[config.mk]
export PLATFORM = sky130hd
export DESIGN_NAME = dtm_pipe_mac
export DESIGN_NICKNAME = d
export VERILOG_FILES = /design/src/rtl/dtm_pipe_mac.sv
export SDC_FILE = /design/constraint.sdc
export NUM_CORES = 1
export LEC_CHECK = 0
export CELL_PAD_IN_SITES_DETAIL_PLACEMENT = 0
export CELL_PAD_IN_SITES_GLOBAL_PLACEMENT = 2
export CORE_ASPECT_RATIO = 1.2
export CORE_MARGIN = 10
export CORE_UTILIZATION = 38
export DETAILED_ROUTE_END_ITERATION = 8
export GPL_ROUTABILITY_DRIVEN = 0
export PLACE_DENSITY = 0.91
export RECOVER_POWER = 25
export SYNTH_ARGS = -nofsm -noshare
export SYNTH_HDL_FRONTEND = slang
export SYNTH_SLANG_ARGS = --single-unit
[constraint.sdc]
create_clock -name clk -period 7.9 [get_ports clk]
set_clock_uncertainty 0.05 [all_clocks]
set_input_delay 2.37 -clock clk [delete_from_list [all_inputs] [get_ports clk]]
set_output_delay 2.37 -clock clk [all_outputs]
set_load 0.005 [all_outputs]
[src/rtl/dtm_pipe_mac.sv]
// Pipelined signed radix-4 Booth multiplier (exact or column-truncated) with running accumulator.
// Latency: PIPE_STAGES cycles from input transfer to out_valid; one transfer per cycle when unstalled.
// Backpressure: global stall when the last stage holds data and out_ready is low; in_ready = !v[last] | out_ready.
module dtm_pipe_mac #(
    parameter int BITWIDTH    = 8,
    parameter int TRUNC_COLS  = BITWIDTH,
    parameter int PIPE_STAGES = 2,
    parameter int ACC_WIDTH   = 2*BITWIDTH,
    parameter int TAG_WIDTH   = 4
) (
    input  logic                 clk,
    input  logic                 rst_n,
    input  logic                 in_valid,
    output logic                 in_ready,
    input  logic [BITWIDTH-1:0]  in_a,
    input  logic [BITWIDTH-1:0]  in_b,
    input  logic                 in_approx,
    input  logic                 in_acc_first,
    input  logic [TAG_WIDTH-1:0] in_tag,
    output logic                 out_valid,
    input  logic                 out_ready,
    output logic [BITWIDTH-1:0]  out_r,
    output logic [ACC_WIDTH-1:0] out_acc,
    output logic [TAG_WIDTH-1:0] out_tag
);

    localparam int PW    = 2*BITWIDTH;
    localparam int NROWS = BITWIDTH/2;
    localparam int LAST  = PIPE_STAGES-1;

    // Columns kept in approximate mode; exact mode keeps every column so the
    // same Booth array serves both modes (TRUNC_COLS = 0 is then exact by construction).
    localparam logic [PW-1:0] KEEP_APPROX = {PW{1'b1}} << TRUNC_COLS;

    // Per-transaction payload that travels down the pipe.
    typedef struct packed {
        logic [BITWIDTH-1:0]  r;
        logic                 first;
        logic [TAG_WIDTH-1:0] tag;
    } stage_t;

    logic [PW-1:0]         a_ext;
    logic [BITWIDTH:0]     b_pad;
    logic [PW-1:0]         keep;
    logic [PW-1:0]         sum_d;
    logic [PW-1:0]         mag;
    logic [PW-1:0]         row;
    logic [PW-1:0]         corr;
    logic [2:0]            trip;
    logic                  neg;

    stage_t                stage_d;
    stage_t                d_q [PIPE_STAGES];
    logic [PIPE_STAGES-1:0] v_q;
    logic [ACC_WIDTH-1:0]  acc_q;
    logic [ACC_WIDTH-1:0]  acc_base;
    logic [ACC_WIDTH-1:0]  acc_d;
    logic                  stall;

    assign a_ext = {{BITWIDTH{in_a[BITWIDTH-1]}}, in_a};
    assign b_pad = {in_b, 1'b0};
    assign keep  = in_approx ? KEEP_APPROX : {PW{1'b1}};

    // Booth radix-4 rows: negative digits use one's complement plus a +1 bit in the row's LSB column;
    // both the row bits and the correction bit are masked by the kept-column set before summing.
    always_comb begin
        sum_d = '0;
        mag   = '0;
        row   = '0;
        corr  = '0;
        trip  = '0;
        neg   = 1'b0;
        for (int i = 0; i < NROWS; i++) begin
            trip = b_pad[2*i +: 3];
            case (trip)
                3'b001, 3'b010: begin mag = a_ext;      neg = 1'b0; end
                3'b011:         begin mag = a_ext << 1; neg = 1'b0; end
                3'b100:         begin mag = a_ext << 1; neg = 1'b1; end
                3'b101, 3'b110: begin mag = a_ext;      neg = 1'b1; end
                default:        begin mag = '0;         neg = 1'b0; end
            endcase
            row   = (neg ? ~mag : mag) << (2*i);
            corr  = {{(PW-1){1'b0}}, neg} << (2*i);
            sum_d = sum_d + (row & keep) + (corr & keep);
        end
    end

    assign stage_d.r     = sum_d[PW-1:BITWIDTH];
    assign stage_d.first = in_acc_first;
    assign stage_d.tag   = in_tag;

    assign stall    = v_q[LAST] & ~out_ready;
    assign in_ready = ~stall;

    // Pipe registers: whole pipe advances together unless the output is blocked.
    always_ff @(posedge clk or negedge rst_n) begin
        if (!rst_n) begin
            v_q <= '0;
            for (int k = 0; k < PIPE_STAGES; k++) begin
                d_q[k] <= '0;
            end
        end else if (!stall) begin
            v_q[0] <= in_valid;
            if (in_valid) begin
                d_q[0] <= stage_d;
            end
            for (int k = 1; k < PIPE_STAGES; k++) begin
                v_q[k] <= v_q[k-1];
                if (v_q[k-1]) begin
                    d_q[k] <= d_q[k-1];
                end
            end
        end
    end

    // Accumulator view of the head transaction; committed only when it transfers out.
    assign acc_base = d_q[LAST].first ? '0 : acc_q;
    assign acc_d    = acc_base + {{(ACC_WIDTH-BITWIDTH){d_q[LAST].r[BITWIDTH-1]}}, d_q[LAST].r};

    // Accumulator register, wraps modulo 2^ACC_WIDTH.
    always_ff @(posedge clk or negedge rst_n) begin
        if (!rst_n) begin
            acc_q <= '0;
        end else if (v_q[LAST] && out_ready) begin
            acc_q <= acc_d;
        end
    end

    assign out_valid = v_q[LAST];
    assign out_r     = d_q[LAST].r;
    assign out_tag   = d_q[LAST].tag;
    assign out_acc   = acc_d;

endmodule
==> metrics.cfg, run 1 <==
[cts]
cts_buffers = 5
clockRootBuffer = clkbuf_16
clkSinkCount = 44
ctsResizeCount = 0
htree_num_levels = 2
cts_setup_buffers = 0
cts.reportedPaths.clkPinSlew_ns = 0.07
cts_tree = built
clk_latency_ns = 0.29
holdBufCountCts = 0
cts.path.max_buffers = 2

[route]
routedWlPerCell_um = 14.82
post_drt_via_cell_ratio = 5.127
ant_nets = 0
num_vias = 3681
drc = 0
wl_mm = 10.64
dr.pass1.iters = 4
drtIter0Drc = 143

[power_and_ir_drop]
seqPwrFrac = 0.202
switchingPower_mw = 0.8081
p_int_mw = 1.200
leakage_nw = 2.451
irDropWorstVdd_mv = 0.2004
pwr-share-comb = 0.677
powerDensity_mw_per_mm2 = 365.6
swShare = 0.4025
total_power_mw = 2.008
clkPwrFrac = 0.120

[setup_path]
path_max_fanout = 8
r2r-end = acc_q[15]$_DFFE_PN0P_
ff2ff_setup_slack_ns = 4.72
r2r_cells = 9
crit_required_ns = 8.00
worst_setup_path_end_kind = flop
arrival_ns = 7.33
r2r-start = d_q[4]$_DFFE_PN0P_
worstSetupStartpoint = in_b[1]
crit_type = primary input to flop
cp-start-kind = primary input

[sta]
finalSetupTns_ns = 0
min_period_over_period = 0.9154
setup_viol = 0
whs_ns = 0.4167
worst_pin_slew_ns = 2.356
final_max_slew_viol_count = 45
final_hold_viol_count = 0
rsz0062_at_grt = no
max_freq_ghz = 0.1383
slew-limit-headroom = -0.5706
period_minus_slack_ns = 7.232

[worst_hold_path]
min_from = d_q[22]$_DFFE_PN0P_
hold_depth = 2
whs_endpoint = d_q[22]$_DFFE_PN0P_
holdCritPathClass = flop to flop

[yosys]
synth-seq-cells = 44
ys_seq_area_frac = 0.2339
synth_edf_count = 0
synth_area_leaders = dfrtp_1 (23%), ha_1 (11%), fa_1 (10%), mux2_2 (7.9%), xnor2_1 (5.4%)
yosysWarnings = 0
synthFlopType = dfrtp_1
syn_nets = 616
ys_types = 56
yosys.area.top_type = dfrtp_1
synthArstFlopShare = 1.000
synth_top_area_frac = 0.2339
synth.avg_cell_area_um2 = 8.983
syn_area_mm2 = 0.004707
synthesis.instances = 524

[status]
violations = max-capacitance violations, max-slew violations
outcome = finished with violations

[final_layout]
final_cell_mix = clkdlybuf4s50_1 (53), dfrtp_1 (44), ha_1 (42)
area_delta_synth_final_pct = 16.67
nets = 648
antenna_cells = 0
fill_cells = 1211
drive_gt1_frac = 0.1041
mostFrequentLayoutCell = clkdlybuf4s50_1
utilization = 0.4534

[floorplan]
die_area_mm2 = 0.01726
row_count = 44
die_width_um = 121.6
core_region_area_mm2 = 0.01211
pin_count = 56
start_util = 0.3886
die_h_um = 141.9

[placed_design]
portBuffers = 55
post-dp-hpwl_mm = 8.634

[job]
drv_cap = 1

[global_route]
grt_max_degree = 45
grt_pass1_wl_mm = 17.73
grt_usage = 0.1239
antenna_found_initial = 0
grt_pass1_vias = 3706
grt.overflow.total = 0

==> cell families (layout without fill, tap and decap cells) <==
logic type,Yosys count,after routing,synth area share
compound gates,118,118,0.1693
fa+ha+maj,66,66,0.2137
xor+xnor,48,48,0.08931
buf+inv,77,110,0.07283
flops,44,44,0.2339
mux,34,34,0.08107
simple gates,137,137,0.1398
==> final cells by class <==
class,count,area [um^2],share of cell area
clock buffer,5,125.1,0.02278
clock inverter,3,46.29,0.008430
inverter,38,142.6,0.02597
multi-input combinational,403,3263,0.5942
sequential,44,1101,0.2005
tap,161,201.4,0.03668
timing repair buffer,64,611.8,0.1114
==> power by group through the flow <==
stage / registers [mW] / logic, mW / clock network [mW]
floorplan: 0.371 / 0.941 / 0
global placement: 0.404 / 1.35 / 0
detailed placement: 0.410 / 1.38 / 0
CTS: 0.405 / 1.39 / 0.246
global route: 0.421 / 1.54 / 0.253
finish: 0.406 / 1.36 / 0.241
==> per-stage QoR <==
step           cells  cell area [um^2]  setup slack, ns
2_1_floorplan    524              4707           0.4162
3_3_place_gp     710              5321           0.4476
3_5_place_dp     710              5321           0.3621
4_1_cts          718              5493           0.6563
5_1_grt          718              5492           0.3641
6_report         718              5492           0.6684
==> Yosys cell counts (2+ instances only) <==
library cell and number:
mux2_2 33, nor2b_1 19, nand2b_1 11, o22ai_1 2, nand3_1 4, a211o_1 4, dfrtp_1 44, o211ai_1 2
or3_1 2, buf_4 12, o41ai_1 2, nand2_1 38, xnor2_1 29, o21a_1 7, o21ai_0 13, inv_1 38
a2bb2oi_1 2, nand4_1 2, a21oi_1 32, a21o_1 6, o31ai_1 4, a21oi_2 2, buf_1 5, o21ai_1 5
o311ai_1 2, and3_1 3, nor3_1 8, ha_1 42, xor2_1 19, o21a_2 2, nor3b_1 2, a22oi_1 8
a211oi_1 12, nor2_1 41, clkbuf_1 20, fa_1 24, o21bai_1 4
==> flip-flops by register name (all words and copies together), names as in the netlist <==
signal and flops:
acc_q 16, d_q 14, out_r 8, out_tag 4
v_q 2
==> how the worst max path moves through the flow <==
stage | to | slack (ns)
2_1_floorplan | d_q[20]$_DFFE_PN0P_ | 0.42
3_3_place_gp | d_q[24]$_DFFE_PN0P_ | 0.45
3_5_place_dp | d_q[20]$_DFFE_PN0P_ | 0.36
4_1_cts | d_q[20]$_DFFE_PN0P_ | 0.66
5_1_grt | d_q[24]$_DFFE_PN0P_ | 0.36
6_report | d_q[20]$_DFFE_PN0P_ | 0.67
==> worst max-delay path, stage by stage <==
cell and delay, ns:
clkdlybuf4s50_1 0.47, inv_1 0.12, ha_1 0.23, mux2_2 0.33
a22oi_1 0.18, xnor2_1 0.15, nor2_1 0.08, fa_1 0.50
inv_1 0.05, fa_1 0.52, inv_1 0.05, fa_1 0.47
ha_1 0.31, or4b_1 0.44, a2111o_1 0.47, a21boi_2 0.22
o21a_2 0.18, o21a_2 0.12, o31ai_2 0.05
==> per-layer routing <==
layer	vias up	global-route usage	wire length, um
li1	1854	-	-
met1	1741	0.1452	4622
met2	74	0.2280	5481
met3	12	0.01588	368
met4	0	0.03583	168
met5	-	0	0
(Power assumes the default switching activity.)
==> inputs of run 2 (changes only) <==
- CORE_ASPECT_RATIO: 1.2 -> unset
==> metrics.cfg, run 2 (synthesis results as in run 1) <==
[setup_path]
r2r-start = d_q[4]$_DFFE_PN0P_
critPathMaxStageDelay_ns = 0.52  ; about the same
cp-start-kind = primary input
critical_path_depth = 19  ; unchanged
crit_type = primary input to flop
path_max_fanout = 11  ; +3
arrival_ns = 7.35  ; +0.02 ns
r2r_cells = 8  ; -1
crit_buf_inv = 4  ; unchanged
crit_required_ns = 7.99  ; about the same
cp_slowest_cell = fa_1
crit_top_cell = fa_1
worstSetupStartpoint = in_b[1]
worst_setup_path_end_kind = flop
crit_chain = clkdlybuf4s50_1, buf_4, ha_1, mux2_2, a22oi_1, xnor2_1, nor2_1, fa_1, inv_1, fa_1, inv_1, fa_1, ha_1, or4b_1, a2111o_1, a21boi_2, o21a_2, o21a_2, o31ai_2
cp_top_family = adder cells

[global_route]
antenna_found_initial = 0  ; unchanged
grt_pass1_wl_mm = 18.20  ; +2.6%
grt_max_degree = 45  ; unchanged
grt_pass1_vias = 3708  ; +0.054%
grt_usage = 0.1227  ; -0.001173
grt.overflow.total = 0  ; unchanged

[floorplan]
die_area_mm2 = 0.01724  ; -0.11%
die_width_um = 131.3  ; +8.0%
core_region_area_mm2 = 0.01206  ; -0.41%
start_util = 0.3902  ; +0.001613
die_h_um = 131.3  ; -7.5%
pin_count = 56  ; unchanged
row_count = 40  ; -9.1%

[cts]
clockRootBuffer = clkbuf_16
cts_tree = built
ctsResizeCount = 0  ; unchanged
cts_setup_buffers = 0  ; unchanged
cts.path.max_buffers = 2  ; unchanged
clkSinkCount = 44  ; unchanged
htree_num_levels = 2  ; unchanged
cts.reportedPaths.clkPinSlew_ns = 0.07  ; about the same
cts_buffers = 5  ; unchanged
holdBufCountCts = 0  ; unchanged
clk_latency_ns = 0.28  ; about the same

[sta]
max_freq_ghz = 0.1377  ; -0.39%
final_hold_viol_count = 0  ; unchanged
final_max_slew_viol_count = 45  ; unchanged
setup_viol = 0  ; unchanged
worst_pin_slew_ns = 2.359  ; +0.002686 ns
whs_ns = 0.4188  ; +0.002127 ns
rsz0062_at_grt = no
slew-limit-headroom = -0.5724  ; -0.001790
min_period_over_period = 0.9190  ; +0.003561
period_minus_slack_ns = 7.260  ; +0.02813 ns
finalSetupTns_ns = 0  ; unchanged

[route]
dr.pass1.iters = 4  ; unchanged
post_drt_via_cell_ratio = 5.127  ; about the same
wl_mm = 10.59  ; -0.48%
drc = 0  ; unchanged
routedWlPerCell_um = 14.61  ; -1.4%
num_vias = 3717  ; +0.98%
ant_nets = 0  ; unchanged
drtIter0Drc = 186  ; +30%

[status]
outcome = finished with violations
violations = max-capacitance violations, max-slew violations

[placed_design]
post-dp-hpwl_mm = 8.644  ; +0.12%
portBuffers = 55  ; unchanged

[worst_hold_path]
holdCritPathClass = flop to flop
min_from = v_q[0]$_DFFE_PN0N_
hold_depth = 2  ; unchanged

[final_layout]
mostFrequentLayoutCell = clkdlybuf4s50_1
area_delta_synth_final_pct = 16.85
nets = 648  ; unchanged
fill_cells = 1197  ; -1.2%
largest_reg_flops = 16  ; unchanged
regMostFlops = acc_q
final_cell_mix = clkdlybuf4s50_1 (53), dfrtp_1 (44), ha_1 (42)
antenna_cells = 0  ; unchanged
drive_gt1_frac = 0.1041  ; unchanged

[power_and_ir_drop]
leakage_nw = 2.451  ; unchanged
irDropWorstVdd_mv = 0.1248  ; -38%
powerDensity_mw_per_mm2 = 364.3  ; -0.36%

[job]
drv_cap = 1  ; unchanged

[run 2: final cells by class]
class                   instances  area [um^2]  share of cell area
multi-input cells             403         3263              0.5933
flip-flops and latches         44         1101              0.2002
repair buffers                 64        611.8              0.1112
well taps                     168        210.2             0.03822
inverters                      38        142.6             0.02593
clock buffers                   5        125.1             0.02275
clock inverters                 3        46.29            0.008417
[run 2: worst reg2reg max path, stage by stage, from the launching register on]
cell,delay [ns]
dfrtp_1,0.78
nor2b_1,0.13
ha_1,0.38
a2111oi_0,0.38
o21ai_1,0.22
a211oi_1,0.55
nor2_1,0.16
a211oi_1,0.25
nand2_1,0.07
[run 2: report_power, final]
group	switching, mW	leakage (nW)	internal [mW]
clock	0.0904	0.0804	0.150
sequential	0.0850	0.527	0.325
combinational	0.629	1.84	0.724
[run 2: layer usage]
metal / wire (um) / share of wire / track usage / up-vias
li1: - / - / - / 1868
met1: 4943 / 0.47 / 0.1583 / 1785
met2: 5268 / 0.50 / 0.2128 / 60
met3: 301 / 0.028 / 0.01601 / 4
met4: 77 / 0.0073 / 0.02658 / 0
met5: 0 / 0 / 0 / -
[run 2: through the flow]
step           cells  total power [mW]  area (um^2)  worst slack, ns    util
2_1_floorplan    524             1.312         4707           0.4162       -
3_3_place_gp     717             1.752         5330           0.4370  0.4419
6_report         725             2.004         5500           0.6403  0.4560
4_1_cts          725             2.036         5502           0.6337  0.4561
3_5_place_dp     717             1.782         5330           0.3460  0.4419
5_1_grt          725             2.208         5500           0.4097  0.4560
[run 2: worst paths after layout]
check / slack [ns] / endpoint
max: 0.64 / d_q[20]$_DFFE_PN0P_
max in group asynchronous: 3.70 / d_q[19]$_DFFE_PN0P_
min in group asynchronous: 2.73 / acc_q[7]$_DFFE_PN0P_
max reg2reg: 4.80 / acc_q[15]$_DFFE_PN0P_
min: 0.42 / v_q[1]$_DFFE_PN0N_
min reg2reg: 0.42 / v_q[1]$_DFFE_PN0N_
==> inputs of run 3 (changes only) <==
- HOLD_SLACK_MARGIN: unset -> 0.08
==> results of run 3 <==
The final DEF is identical to that of run 2; final timing and power are the same.
